`src/rtl/logic_reduce_acc_if.sv`:
```
// Handshake bundle for logic_reduce_acc: operand stream in, reduction result out.
// Optional out_parity signal is present when LOGIC_REDUCE_ACC_PARITY_EN is defined.
interface logic_reduce_acc_if #(
    parameter int WIDTH = 8,
    parameter int CNT_W = 4
);
    logic [2:0]       op;
    logic [CNT_W-1:0] beats;
    logic [WIDTH-1:0] in_data;
    logic             in_valid;
    logic             in_ready;
    logic [WIDTH-1:0] out_data;
    logic             out_valid;
    logic             out_ready;
    logic             busy;
`ifdef LOGIC_REDUCE_ACC_PARITY_EN
    logic             out_parity;

    modport master (
        output op, beats, in_data, in_valid, out_ready,
        input  in_ready, out_data, out_valid, busy, out_parity
    );

    modport slave (
        input  op, beats, in_data, in_valid, out_ready,
        output in_ready, out_data, out_valid, busy, out_parity
    );
`else
    modport master (
        output op, beats, in_data, in_valid, out_ready,
        input  in_ready, out_data, out_valid, busy
    );

    modport slave (
        input  op, beats, in_data, in_valid, out_ready,
        output in_ready, out_data, out_valid, busy
    );
`endif
endinterface

```
`src/rtl/logic_reduce_acc.sv`:
```
// logic_reduce_acc: folds a programmable number of WIDTH-bit operands with a
// bitwise AND/OR/XOR (optionally inverted once at the end) and presents the
// result on a valid/ready port. All outputs are registered.
// Optional feature macro: LOGIC_REDUCE_ACC_PARITY_EN adds out_parity (XOR of out_data).
module logic_reduce_acc #(
    parameter int WIDTH = 8,
    parameter int CNT_W = 4
) (
    input  logic                clk,
    input  logic                rst,
    logic_reduce_acc_if.slave   bus
);

    typedef enum logic [1:0] {
        ST_IDLE = 2'd0,
        ST_ACC  = 2'd1,
        ST_DONE = 2'd2
    } state_e;

    // Base bitwise op used for every beat; inverting ops fold with their base op.
    function automatic logic [WIDTH-1:0] fold_op(input logic [2:0]       op_sel,
                                                 input logic [WIDTH-1:0] a,
                                                 input logic [WIDTH-1:0] b);
        logic [WIDTH-1:0] r;
        case (op_sel)
            3'b001, 3'b100: r = a | b;
            3'b010, 3'b101: r = a ^ b;
            default:        r = a & b;
        endcase
        return r;
    endfunction

    // True for NAND/NOR/XNOR: the folded value is inverted once on output.
    function automatic logic is_inverting(input logic [2:0] op_sel);
        logic r;
        case (op_sel)
            3'b011, 3'b100, 3'b101: r = 1'b1;
            default:                r = 1'b0;
        endcase
        return r;
    endfunction

    // Even-parity bit of a result word.
    function automatic logic parity_of(input logic [WIDTH-1:0] d);
        return ^d;
    endfunction

    state_e           state_q,     state_d;
    logic [2:0]       op_q,        op_d;
    logic [CNT_W-1:0] beats_q,     beats_d;
    logic [WIDTH-1:0] acc_q,       acc_d;
    logic [CNT_W-1:0] cnt_q,       cnt_d;
    logic             in_ready_q,  in_ready_d;
    logic             out_valid_q, out_valid_d;
    logic             busy_q,      busy_d;
    logic [WIDTH-1:0] out_data_q,  out_data_d;
    logic             out_parity_q, out_parity_d;

    logic             accept_s;
    logic [CNT_W-1:0] beats_eff_s;
    logic [CNT_W-1:0] cnt_inc_s;
    logic [WIDTH-1:0] result_s;

    // Next-state, datapath and registered-output computation.
    always_comb begin
        state_d     = state_q;
        op_d        = op_q;
        beats_d     = beats_q;
        acc_d       = acc_q;
        cnt_d       = cnt_q;
        accept_s    = bus.in_valid && in_ready_q;
        beats_eff_s = (bus.beats == {CNT_W{1'b0}}) ? CNT_W'(1) : bus.beats;
        cnt_inc_s   = cnt_q + CNT_W'(1);

        case (state_q)
            ST_IDLE: begin
                if (accept_s) begin
                    op_d    = bus.op;
                    beats_d = beats_eff_s;
                    acc_d   = bus.in_data;
                    cnt_d   = CNT_W'(1);
                    if (beats_eff_s == CNT_W'(1)) begin
                        state_d = ST_DONE;
                    end else begin
                        state_d = ST_ACC;
                    end
                end else begin
                    state_d = ST_IDLE;
                end
            end
            ST_ACC: begin
                if (accept_s) begin
                    acc_d = fold_op(op_q, acc_q, bus.in_data);
                    cnt_d = cnt_inc_s;
                    // beats_q >= 2 here, so cnt reaches it before it can wrap.
                    if (cnt_inc_s == beats_q) begin
                        state_d = ST_DONE;
                    end else begin
                        state_d = ST_ACC;
                    end
                end else begin
                    state_d = ST_ACC;
                end
            end
            ST_DONE: begin
                if (bus.out_ready) begin
                    state_d = ST_IDLE;
                    op_d    = 3'b000;
                    beats_d = {CNT_W{1'b0}};
                    acc_d   = {WIDTH{1'b0}};
                    cnt_d   = {CNT_W{1'b0}};
                end else begin
                    state_d = ST_DONE;
                end
            end
            default: begin
                state_d = ST_IDLE;
                op_d    = 3'b000;
                beats_d = {CNT_W{1'b0}};
                acc_d   = {WIDTH{1'b0}};
                cnt_d   = {CNT_W{1'b0}};
            end
        endcase

        // Outputs are a function of the next state so they come straight from flops.
        in_ready_d  = (state_d != ST_DONE);
        busy_d      = (state_d != ST_IDLE);
        out_valid_d = (state_d == ST_DONE);
        if (is_inverting(op_d)) begin
            result_s = ~acc_d;
        end else begin
            result_s = acc_d;
        end
        if (out_valid_d) begin
            out_data_d = result_s;
        end else begin
            out_data_d = {WIDTH{1'b0}};
        end
        out_parity_d = parity_of(out_data_d);
    end

    // State and output registers with synchronous reset.
    always_ff @(posedge clk) begin
        if (rst) begin
            state_q      <= ST_IDLE;
            op_q         <= 3'b000;
            beats_q      <= {CNT_W{1'b0}};
            acc_q        <= {WIDTH{1'b0}};
            cnt_q        <= {CNT_W{1'b0}};
            in_ready_q   <= 1'b1;
            out_valid_q  <= 1'b0;
            busy_q       <= 1'b0;
            out_data_q   <= {WIDTH{1'b0}};
            out_parity_q <= 1'b0;
        end else begin
            state_q      <= state_d;
            op_q         <= op_d;
            beats_q      <= beats_d;
            acc_q        <= acc_d;
            cnt_q        <= cnt_d;
            in_ready_q   <= in_ready_d;
            out_valid_q  <= out_valid_d;
            busy_q       <= busy_d;
            out_data_q   <= out_data_d;
            out_parity_q <= out_parity_d;
        end
    end

    assign bus.in_ready  = in_ready_q;
    assign bus.out_valid = out_valid_q;
    assign bus.busy      = busy_q;
    assign bus.out_data  = out_data_q;

`ifdef LOGIC_REDUCE_ACC_PARITY_EN
    assign bus.out_parity = out_parity_q;
`else
    logic unused_parity_s;
    assign unused_parity_s = out_parity_q;
`endif

endmodule

```
`src/flat_wrapper.sv`:
```
// flat-port wrapper written by rule: the top's interface ports become plain ports
module logic_reduce_acc_flat 
#(
    parameter int WIDTH = 8,
    parameter int CNT_W = 4
)
  (clk, rst, bus_op, bus_beats, bus_in_data, bus_in_valid, bus_out_ready, bus_in_ready, bus_out_data, bus_out_valid, bus_busy);
  logic_reduce_acc_if #(.WIDTH(WIDTH), .CNT_W(CNT_W)) bus_i ();
  input  logic clk;
  input  logic rst;
  input wire logic [$bits(bus_i.op)-1:0] bus_op;
  input wire logic [$bits(bus_i.beats)-1:0] bus_beats;
  input wire logic [$bits(bus_i.in_data)-1:0] bus_in_data;
  input wire logic [$bits(bus_i.in_valid)-1:0] bus_in_valid;
  input wire logic [$bits(bus_i.out_ready)-1:0] bus_out_ready;
  output wire logic [$bits(bus_i.in_ready)-1:0] bus_in_ready;
  output wire logic [$bits(bus_i.out_data)-1:0] bus_out_data;
  output wire logic [$bits(bus_i.out_valid)-1:0] bus_out_valid;
  output wire logic [$bits(bus_i.busy)-1:0] bus_busy;
  assign bus_i.op = bus_op;
  assign bus_i.beats = bus_beats;
  assign bus_i.in_data = bus_in_data;
  assign bus_i.in_valid = bus_in_valid;
  assign bus_i.out_ready = bus_out_ready;
  assign bus_in_ready = bus_i.in_ready;
  assign bus_out_data = bus_i.out_data;
  assign bus_out_valid = bus_i.out_valid;
  assign bus_busy = bus_i.busy;
  logic_reduce_acc #(.WIDTH(WIDTH), .CNT_W(CNT_W)) u_core (.clk(clk), .rst(rst), .bus(bus_i));
endmodule
```
`config.mk`:
```
export PLATFORM = sky130hd
export DESIGN_NAME = logic_reduce_acc_flat
export DESIGN_NICKNAME = d
export VERILOG_FILES = /design/src/rtl/logic_reduce_acc_if.sv /design/src/rtl/logic_reduce_acc.sv /design/src/flat_wrapper.sv
export SDC_FILE = /design/constraint.sdc
export NUM_CORES = 1
export LEC_CHECK = 0
export CAP_MARGIN = 25
export CORE_MARGIN = 1.5
export CORE_UTILIZATION = 38
export CTS_CLUSTER_DIAMETER = 100
export DETAILED_ROUTE_END_ITERATION = 7
export GPL_ROUTABILITY_DRIVEN = 0
export HOLD_SLACK_MARGIN = 0.05
export PLACE_DENSITY_LB_ADDON = 0.1
export SYNTH_ARGS = -nofsm -noshare
export SYNTH_HDL_FRONTEND = slang
export SYNTH_SLANG_ARGS = --single-unit
```
`constraint.sdc`:
```
create_clock -name clk -period 3.95 [get_ports clk]
set_clock_uncertainty 0.15 [all_clocks]
set_input_delay 1.185 -clock clk [delete_from_list [all_inputs] [get_ports clk]]
set_output_delay 1.185 -clock clk [all_outputs]
set_load 0.005 [all_outputs]
```
==> flow_summary.ini <==
[cts]
cts_tree = done
clk_path_buf_depth = 2
cts_setup_buffers = 0
cts-hold-fix-buffers = 0
numCtsBuffers = 5
cts_root_buf = clkbuf_8
htreeDepth = 2
clk_pin_slew_ps = 70
numClockSinks = 32
clkLatencyLatePin_ps = 280
cts_resized = 0

[logic_synthesis]
syn-num-nets = 256
yosys.area.top_type = dfxtp_1
synth_area_leaders = dfxtp_1 (34%), ha_1 (11%), xnor2_1 (5.5%), nor2_1 (4.9%), a21oi_1 (4.5%)
synth-seq-area-share = 0.336
postSynthCellCount = 220
ys_types = 45
async_flop_share = 0
yosysTopAreaCellShare = 0.336
netlist_area_um2 = 1900
ys_ff_latch = 32
synth-edff-count = 0
yosysWarnings = 0
dominantRegCellSynth = dfxtp_1
syn_area_per_cell_um2 = 8.66

[final_layout]
layout_common_cells = dfxtp_1 (32), clkdlybuf4s50_1 (29), nor2_1 (25), inv_1 (19)
insertedDiodeCount = 0
nFillCells = 463
nNetsFinal = 285
area_growth_pct = 23.9
layout-drive-gt1-share = 0.0840
final_common_cell = dfxtp_1

[timing]
period_minus_slack_ps = 3250
relSlewSlack = 0.536
setup_viol = 0
worst_slew_pin_slew_ps = 686
fmax_mhz = 307
rsz0062_at_grt = no
slew_viol_final = 0
fin_crit_sh = 0.824
fin_ws_ps = 695
finalSetupTns_ps = 0
hold_viol_final = 0

[floorplanning]
die_x_um = 73.8
dieArea_um2 = 5440
io_pins = 30
rows = 25
die_y_um = 73.8
core_area_um2 = 4790
start_util = 0.398

[grt]
antenna_found_initial = 0
gr-total-overflow = 0
grt_pass1_wl_mm = 7.06
grt_pass1_vias = 1400
grt_usage = 0.173
grt_max_degree = 18

[worst_setup_path]
endpoint_kind = flop
cp.required_ps = 4010
slowest_delay_ps = 590
critical_path_arrival_ps = 3320
crit_chain = clkdlybuf4s50_1, nor4bb_2, nand2_1, a22oi_1, mux2i_4, xor2_1, nor2_1
cp_max_fo = 8
slowest_stage = nor4bb_2
worstSetupStartpointType = input port
cp_top_family = simple AND/OR/NAND/NOR gates
critPathBufInv = 1
path_class = input port to flop

[pwr]
internal_power_mw = 0.639
p_total_mw = 0.901
p_switching_mw = 0.262
irDropWorstVdd_uv = 214
swShare = 0.291
combPwrFrac = 0.242
cellPowerDensity_nw_per_um2 = 382
clockPowerShare = 0.348
power.leakage_nw = 0.955
sequentialPowerShare = 0.410

[drt]
vias = 1614
firstDrtPassIters = 4
drcViolationCount = 0
dr.first_iter.drc_count = 128
routed_wl_mm = 4.31
ant_nets = 0
wl_per_cell_um = 13.6
viasPerCell = 5.09

[place]
port_buffers = 29
dp_hpwl_mm = 2.98
place_ws_ps = 412

[hold_path]
hold_class = flop to flop

[job]
maxCapViolations = 0

[run_status]
status = completed
## registers in the layout, summed over array words and instances (netlist names)
signal	cells
u_core.acc_q	8
u_core.bus.out_data	8
u_core.state_q	2
u_core.bus.out_valid	1
u_core.bus.busy	1
u_core.beats_q	4
u_core.bus.in_ready	1
u_core.cnt_q	4
u_core.op_q	3
## layer usage
layer | vias to the layer above | routed length, um | track usage
met5 | - | 0 | 0
met4 | 0 | 36 | 0.0494
met3 | 4 | 202 | 0.0425
met2 | 38 | 1830 | 0.238
met1 | 735 | 2240 | 0.262
li1 | 837 | - | -
## path summary, 6_finish.rpt
path	startpoint	slack (ps)	depth (start not counted)	end
setup reg to reg	u_core.state_q[1]$_SDFF_PP0_	1620	6	u_core.bus.out_data[2]$_SDFF_PP0_
hold reg to reg	u_core.beats_q[0]$_SDFFE_PP0P_	320	2	u_core.beats_q[0]$_SDFFE_PP0P_
hold / removal	u_core.beats_q[0]$_SDFFE_PP0P_	320	2	u_core.beats_q[0]$_SDFFE_PP0P_
setup / recovery	bus_in_valid	700	7	u_core.bus.out_data[2]$_SDFF_PP0_
## kinds of logic after synthesis
kind of cell | synth area share
buffers and inverters | 0.0762
adders and majority gates | 0.112
muxes | 0.0171
DFF | 0.336
and+or+nand+nor | 0.172
AOI/OAI and AO/OA | 0.213
xor gates and xnor gates | 0.0736
## power groups by stage
| stage | Clock [mW] | Sequential, mW | Combinational, mW |
|---|---|---|---|
| 2_1_floorplan | 0 | 0.364 | 0.166 |
| 3_3_place_gp | 0 | 0.376 | 0.218 |
| 3_5_place_dp | 0 | 0.376 | 0.218 |
| 4_1_cts | 0.324 | 0.369 | 0.220 |
| 5_1_grt | 0.337 | 0.373 | 0.244 |
| 6_report | 0.314 | 0.369 | 0.218 |
## cell usage after synthesis, types with 2 or more instances
| library cell | count |
|---|---|
| a222oi_1 | 4 |
| a21o_1 | 2 |
| clkbuf_1 | 6 |
| or3_1 | 6 |
| xor2_1 | 4 |
| o22ai_1 | 4 |
| dfxtp_1 | 32 |
| xnor2_1 | 12 |
| o211ai_1 | 5 |
| buf_2 | 2 |
| buf_6 | 3 |
| a221oi_1 | 3 |
| ha_1 | 17 |
| nor2b_1 | 4 |
| a21oi_1 | 17 |
| nand2_1 | 7 |
| o21ai_1 | 5 |
| nor3_1 | 2 |
| nor2_1 | 25 |
| and2_4 | 2 |
| a22oi_1 | 6 |
| a2111oi_0 | 3 |
| inv_1 | 19 |
| o21ai_0 | 4 |
| nand3_1 | 6 |
## worst reg2reg max path: cells and delay by family, from the launching register on
family | cells | cell delay, ps
AND/OR/NAND/NOR | 3 | 980
flip-flops | 1 | 420
AO/OA/AOI/OAI | 1 | 310
multiplexers | 1 | 210
XOR/XNOR | 1 | 200
## final cells by class
cell class / instances / area [um2] / area share
Sequential cell: 32 / 641 / 0.271
Clock buffer: 5 / 68.8 / 0.0292
Clock inverter: 3 / 42.5 / 0.0180
Timing Repair Buffer: 34 / 328 / 0.139
Inverter: 19 / 71.3 / 0.0302
Multi-Input combinational cell: 157 / 1120 / 0.477
Tap cell: 67 / 83.8 / 0.0355
## per-stage QoR
step	util	area [um2]	instances	hold WS, ps
global route	0.493	2360	317	346
detailed placement	0.470	2250	309	323
finish	0.493	2360	317	325
floorplan	-	1900	220	295
CTS	0.493	2360	317	331
global placement	0.470	2250	309	311
Power figures use the tool's default switching activity.
